File: config.mk
export PLATFORM = sky130hd
export DESIGN_NAME = systolic_feeder
export DESIGN_NICKNAME = d
export VERILOG_FILES = /design/src/rtl/systolic_feeder.sv
export SDC_FILE = /design/constraint.sdc
export NUM_CORES = 1
export LEC_CHECK = 0
export ABC_CLOCK_PERIOD_IN_PS = 2009
export CAP_MARGIN = 20
export CORE_MARGIN = 10
export CORE_UTILIZATION = 50
export DETAILED_ROUTE_END_ITERATION = 10
export PLACE_DENSITY = 0.71
export SETUP_SLACK_MARGIN = 0.2
export SLEW_MARGIN = 20
export SYNTH_ARGS = -nofsm -noshare
export SYNTH_HDL_FRONTEND = slang
export SYNTH_SLANG_ARGS = --single-unit
File: constraint.sdc
create_clock -name clk -period 2.01 [get_ports clk]
set_input_delay 0.402 -clock clk [delete_from_list [all_inputs] [get_ports clk]]
set_output_delay 0.402 -clock clk [all_outputs]
set_load 0.01 [all_outputs]
File: src/rtl/systolic_feeder.sv
// Operand staging for the 4x4 systolic array: holds one A and one B block and
// streams them diagonally skewed and zero-padded onto the west/north lanes.
module systolic_feeder #(
  parameter int DW      = 16,
  parameter int TIMEOUT = 64
) (
  input  logic          clk,
  input  logic          rst,
  input  logic          wr_en,
  input  logic          wr_sel,
  input  logic [1:0]    wr_row,
  input  logic [1:0]    wr_col,
  input  logic [DW-1:0] wr_data,
  output logic          wr_drop,
  input  logic          start,
  output logic          busy,
  output logic          acc_clr,
  output logic [DW-1:0] out_west0,
  output logic [DW-1:0] out_west1,
  output logic [DW-1:0] out_west2,
  output logic [DW-1:0] out_west3,
  output logic [DW-1:0] out_north0,
  output logic [DW-1:0] out_north1,
  output logic [DW-1:0] out_north2,
  output logic [DW-1:0] out_north3,
  output logic          out_valid,
  input  logic          array_done,
  output logic          timeout
);

  typedef enum logic [1:0] {
    S_IDLE   = 2'd0,
    S_CLR    = 2'd1,
    S_STREAM = 2'd2,
    S_WAIT   = 2'd3
  } state_t;

  localparam logic [7:0] LP_TLAST = 8'(TIMEOUT - 1);

  state_t        r_state;
  state_t        w_next;
  logic          w_timeout_hit;
  logic [2:0]    r_t;
  logic [7:0]    r_wcnt;
  logic [DW-1:0] r_a [4][4];
  logic [DW-1:0] r_b [4][4];
  logic [DW-1:0] w_west  [4];
  logic [DW-1:0] w_north [4];
  logic [DW-1:0] r_west  [4];
  logic [DW-1:0] r_north [4];
  logic          r_busy;
  logic          r_acc_clr;
  logic          r_valid;
  logic          r_wr_drop;
  logic          r_timeout;

  // Next-state decode; done takes priority over the timeout expiry.
  always_comb begin
    w_next        = r_state;
    w_timeout_hit = 1'b0;
    case (r_state)
      S_IDLE: begin
        if (start) w_next = S_CLR;
        else       w_next = S_IDLE;
      end
      S_CLR: w_next = S_STREAM;
      S_STREAM: begin
        if (r_t == 3'd6) w_next = S_WAIT;
        else             w_next = S_STREAM;
      end
      S_WAIT: begin
        if (array_done) begin
          w_next = S_IDLE;
        end else if (r_wcnt == LP_TLAST) begin
          w_next        = S_IDLE;
          w_timeout_hit = 1'b1;
        end else begin
          w_next = S_WAIT;
        end
      end
      default: w_next = S_IDLE;
    endcase
  end

  // Lane i/j carries element t-i of its row/column inside the 4-cycle window.
  always_comb begin
    for (int i = 0; i < 4; i++) begin
      w_west[i]  = '0;
      w_north[i] = '0;
      if (r_state == S_STREAM && r_t >= 3'(i) && r_t <= 3'(i + 3)) begin
        w_west[i]  = r_a[i][2'(r_t - 3'(i))];
        w_north[i] = r_b[2'(r_t - 3'(i))][i];
      end else begin
        w_west[i]  = '0;
        w_north[i] = '0;
      end
    end
  end

  // Control state, counters and registered outputs.
  always_ff @(posedge clk or negedge rst) begin
    if (!rst) begin
      r_state   <= S_IDLE;
      r_t       <= 3'd0;
      r_wcnt    <= 8'd0;
      r_busy    <= 1'b0;
      r_acc_clr <= 1'b0;
      r_valid   <= 1'b0;
      r_wr_drop <= 1'b0;
      r_timeout <= 1'b0;
      for (int i = 0; i < 4; i++) begin
        r_west[i]  <= '0;
        r_north[i] <= '0;
      end
    end else begin
      r_state   <= w_next;
      r_busy    <= (w_next != S_IDLE);
      r_acc_clr <= (r_state == S_IDLE) && start;
      r_valid   <= (r_state == S_STREAM);
      r_wr_drop <= wr_en && (r_state != S_IDLE);
      r_timeout <= w_timeout_hit;
      if (r_state == S_STREAM) r_t <= r_t + 3'd1;
      else                     r_t <= 3'd0;
      if (r_state == S_WAIT) r_wcnt <= r_wcnt + 8'd1;
      else                   r_wcnt <= 8'd0;
      for (int i = 0; i < 4; i++) begin
        r_west[i]  <= w_west[i];
        r_north[i] <= w_north[i];
      end
    end
  end

  // Operand bank; only writable while idle.
  always_ff @(posedge clk or negedge rst) begin
    if (!rst) begin
      for (int r = 0; r < 4; r++) begin
        for (int c = 0; c < 4; c++) begin
          r_a[r][c] <= '0;
          r_b[r][c] <= '0;
        end
      end
    end else if (wr_en && r_state == S_IDLE) begin
      if (wr_sel) r_b[wr_row][wr_col] <= wr_data;
      else        r_a[wr_row][wr_col] <= wr_data;
    end
  end

  assign busy       = r_busy;
  assign acc_clr    = r_acc_clr;
  assign out_valid  = r_valid;
  assign wr_drop    = r_wr_drop;
  assign timeout    = r_timeout;
  assign out_west0  = r_west[0];
  assign out_west1  = r_west[1];
  assign out_west2  = r_west[2];
  assign out_west3  = r_west[3];
  assign out_north0 = r_north[0];
  assign out_north1 = r_north[1];
  assign out_north2 = r_north[2];
  assign out_north3 = r_north[3];

endmodule
Word-level counts from Yosys, hierarchy flattened

Cells that the tools add are included.
W data, S select, Z words.

Register bits after elaboration: 658
Output and inout bits: 133

Add/sub/neg operators: 5
$lt $le $gt $ge: 16
Equality and inequality tests: 5
Muxes and demuxes: 48
Bitwise gates (word level): 7
Reduce and logical (&&, ||, !) cells: 18

Operator list:

| operator              | count |
|---|---|
| $bmux W64 S2          | 4 |
| $bwmux W256           | 2 |
| $mux W16              | 19 |
| $mux W64              | 3 |
| $bmux W16 S2          | 4 |
| $demux W64 S2         | 1 |
| $mux W48              | 2 |
| $mux W32              | 2 |
| $demux W16 S2         | 1 |
| $ge A3 B3 Y1 const B  | 6 |
| $not A2 Y3            | 6 |
| $logic_and A1 B1 Y1   | 13 |
| $le A3 B3 Y1 const B  | 3 |
| $add A8 B1 Y8 const B | 1 |
| $eq A8 B6 Y1 const B  | 1 |
| $mux W8               | 1 |
| $pmux W2 S4           | 1 |
| $ge A3 B1 Y1 const B  | 2 |
| $ge A3 B2 Y1 const B  | 2 |
| $lt A3 B1 Y1 const B  | 2 |
| $mux W1               | 5 |
| $eq A2 B2 Y1 const B  | 2 |
| $mux W2               | 2 |
| $reduce_and A2 Y1     | 2 |
| other kinds (10)      | 12 |

Longest topological paths before layout

Word-level depth: 8
Depth in mapped cells: 7
Mapped depth without buffers: 5

Worst setup path before layout

OpenSTA, ideal clock, no wires.

Path kind: reg-to-reg
Start: reg r_t[1]
End: reg r_north, in the netlist out_north3[11]
Library setup time: 0.132 ns
Arrival time: 2.026 ns
Required time: 1.878 ns
Setup slack: -0.149 ns
Cell stages (with the launch flop): 8
Buffers on the path: 3
Clock period less this slack: 2.159 ns
Cell sequence: dfrtp_1 clkbuf_1 inv_1 ha_1 clkbuf_1 clkbuf_1 mux4_2 nor2b_1

RTL lines:

| element                       | line | source |
|---|---|---|
| start, declared               | 43   | `logic [2:0] r_t;` |
| start signal, assigned        | 122  | `if (r_state == S_STREAM) r_t <= r_t + 3'd1;` |
| end signal, assigned by index | 128  | `r_north[i] <= w_north[i];` |
| end, declared                 | 50   | `logic [DW-1:0] r_north [4];` |

==> impl_metrics.yaml <==
outcome:
  status: "finished clean"
setup_path:
  cpMaxStageDelayCell: "dfrtp_4"
  critPathKind: "reg2reg"
  arrival_ns: 2.44
  cp.required_ns: 2.49
  startpoint_type: "flip-flop"
  crit_fanout: 8
  max_stage_delay_ns: 0.51
  cp-end-kind: "flip-flop"
  crit_path_cell_trace: "buf_6 > or4_1 > o211ai_1 > buf_4 > clkbuf_16 > nor2b_2"
clock_tree:
  clkLatencyLatePin_ns: 0.61
  cts.sinks: 658
  cts_root_buf: "clkbuf_16"
  cts_buffer_depth: 3
  htree_levels: 3
  clk_pin_slew_ns: 0.06
  cts_tree: "built"
  cts_buffers: 69
floorplanning:
  num_rows: 86
  dieWidth_um: 255.3
  die_area_um2: 65180
  core_area_um2: 54990
  start_util: 0.5035
  pin_count: 159
  die_h_um: 255.3
timing:
  slew_headroom: 0.5325
  period_share: 0.9752
  min_period_ns: 1.960
  hold_viol: 0
  tightest_slew_ns: 0.6996
  fmax_ghz: 0.5102
  fin_skew_ns: 0.02587
  setup_tns_ns: 0
  setup_violations: 0
  slew_viol_final: 0
  grt_setup_unrepaired: "yes"
route:
  drcViolationCount: 0
  vias_per_cell: 5.591
  dr_total_vias: 15330
  wire_per_inst_um: 24.95
  drt-initial-drc-count: 773
  wl_um: 68430
  postRouteAntennaNets: 0
  drt_pre_antenna_iters: 4
grt:
  top_usage_layer: "met2"
  overflow: 0
  grt_pass1_wl_um: 101300
  grt_antenna_before_repair: 4
  met2_usage: 0.3400
  grt_max_degree: 78
  met1_usage: 0.2546
  track_usage: 0.1977
  met3_usage: 0.03036
  grt_pass1_vias: 16877
placement:
  io_buffers: 158
  dp_hpwl_um: 40030
  gp_congestion: 0.7681
logic_synthesis:
  synth_cell_types: 45
  synth_area_leader_cell: "dfrtp_1"
  ys_warn_count: 0
  syn_inst: 1667
  ys.flop_type: "dfrtp_1"
  synthesis.nets: 1698
  synth_top_cell_area_share: 0.5948
  synth.avg_cell_area_um2: 16.61
  synthArstFlopShare: 1.000
  yosys_register_bits: 658
  syn_area_um2: 27680
  synth-edff-count: 0
  synthTopCellsByArea: "dfrtp_1, mux2_2, mux4_2"
  seq_area_frac_synth: 0.5948
layout:
  num-fill-cells: 3687
  final_nets: 1973
  area_delta_synth_final_pct: 28.43
  largestRegisters: "r_a (256), r_b (256)"
  drive_above_1_share: 0.5324
  seq_area_um2: 16470
  multiInputGateArea_um2: 11630
  final_util: 0.6466
hold_path:
  min_path_type: "in2async"
flow_run:
  cap_violations: 0
power:
  p_leak_nw: 17.28
  finalPower_w: 0.04431
  powerDensity_nw_per_um2: 1246
  vdd_ir_drop_max_mv: 0.7525
power breakdown:
| group | internal (W) | switching, W |
|---|---|---|
| Clock | 0.00737 | 0.00524 |
| Combinational | 0.00791 | 0.00654 |
| Sequential | 0.0159 | 0.00132 |
| Total | 0.0312 | 0.0131 |
worst max-delay path, delay by kind of cell (launching register included):
family / cells / cell delay (ns)
AND/OR/NAND/NOR: 2 / 0.59
AO/OA/AOI/OAI: 1 / 0.17
flip-flops: 1 / 0.51
buffers and inverters: 3 / 0.58
layout make-up:
cell class,count,area share
inverter,5,0.0005279
antenna,3,0.0002111
sequential,658,0.4633
clock buffer,98,0.05536
multi-input combinational,872,0.3272
timing repair buffer,336,0.1197
tap,748,0.02632
clock inverter,22,0.007390
per-stage QoR:
step           setup slack (ns)  cell area [um2]  hold WS (ns)  instances
3_5_place_dp            -0.3782            31340        0.3459       2564
5_1_grt                 0.02916            35550        0.3394       2741
6_report                0.04985            35550        0.3217       2742
4_1_cts                 0.07935            33890        0.3243       2705
2_1_floorplan            0.1550            27800        0.1064       1667
3_3_place_gp            -0.3555            31340        0.3460       2564
final timing paths:
kind,from,end,slack [ns],cells after the start
worst max-delay path,r_t[0]$_DFF_PN0_,out_west1[0]$_DFF_PN0_,0.05,6
worst min-delay path,rst,out_west3[15]$_DFF_PN0_,0.32,2
worst max register to register,r_t[0]$_DFF_PN0_,out_west1[0]$_DFF_PN0_,0.05,6
worst min register to register,r_a[106]$_DFFE_PN0P_,r_a[106]$_DFFE_PN0P_,0.49,1
max in group asynchronous,rst,r_a[1]$_DFFE_PN0P_,0.86,3
min in group clk,array_done,timeout$_DFF_PN0_,0.39,2
routing by layer:
layer / vias to the layer above / wire (um)
met5: - / 0
met4: 0 / 1342
met3: 79 / 2034
met2: 248 / 35760
met1: 8447 / 29290
li1: 6556 / -
placed cells by master, fill, tap and decap left out, drive strengths merged, types with 2 or more instances in the layout:
cell | Yosys | routed
inv | 5 | 7
dlygate4sd2 | 0 | 133
dfrtp | 658 | 658
or4b | 2 | 2
mux2 | 512 | 512
nand4b | 3 | 3
buf | 56 | 161
o311ai | 2 | 2
clkbuf | 76 | 115
nor2b | 130 | 130
clkdlybuf4s50 | 0 | 24
a21oi | 6 | 6
clkinvlp | 0 | 6
or4 | 3 | 3
and4bb | 3 | 3
nor4b | 3 | 3
nor2 | 24 | 24
xor2 | 2 | 2
nand2 | 19 | 19
nand3 | 4 | 4
mux4 | 128 | 128
nor3 | 2 | 2
diode | 0 | 3
clkinv | 0 | 10
or3 | 3 | 3
o21ai | 4 | 4
ha | 5 | 5
bufinv | 0 | 4
nand4 | 2 | 2
and2 | 3 | 3
synthesized netlist by cell type (4+ instances only):
master / number
dfrtp_1: 658
mux2_2: 499
nor2b_1: 130
mux4_2: 128
clkbuf_1: 75
buf_6: 22
buf_2: 20
nand2_2: 16
buf_4: 13
mux2_1: 13
nor2_8: 12
nor2_1: 8
a21oi_1: 6
ha_1: 5
inv_1: 5
nand3_1: 4
nor2_4: 4
o21ai_0: 4
kinds of logic after synthesis:
logic type / synth area share
AND/OR/NAND/NOR: 0.05848
multiplexers: 0.3124
flip-flops: 0.5948
adder cells (fa/ha/maj): 0.002260
AO/OA/AOI/OAI: 0.003887
XOR/XNOR: 0.0009493
buffers and inverters: 0.02725
repair_timing:
| action | in CTS | in global routing |
|---|---|---|
| resized for setup | 163 | 286 |
| hold buffers | 1 | 0 |
| setup buffers | 12 | 15 |
| endpoints found under the hold margin | 20 | 0 |
| cloned | 8 | 19 |
| pin swaps | 4 | 9 |
| endpoints found under the setup margin | 417 | 409 |
(Power assumes the default switching activity.)
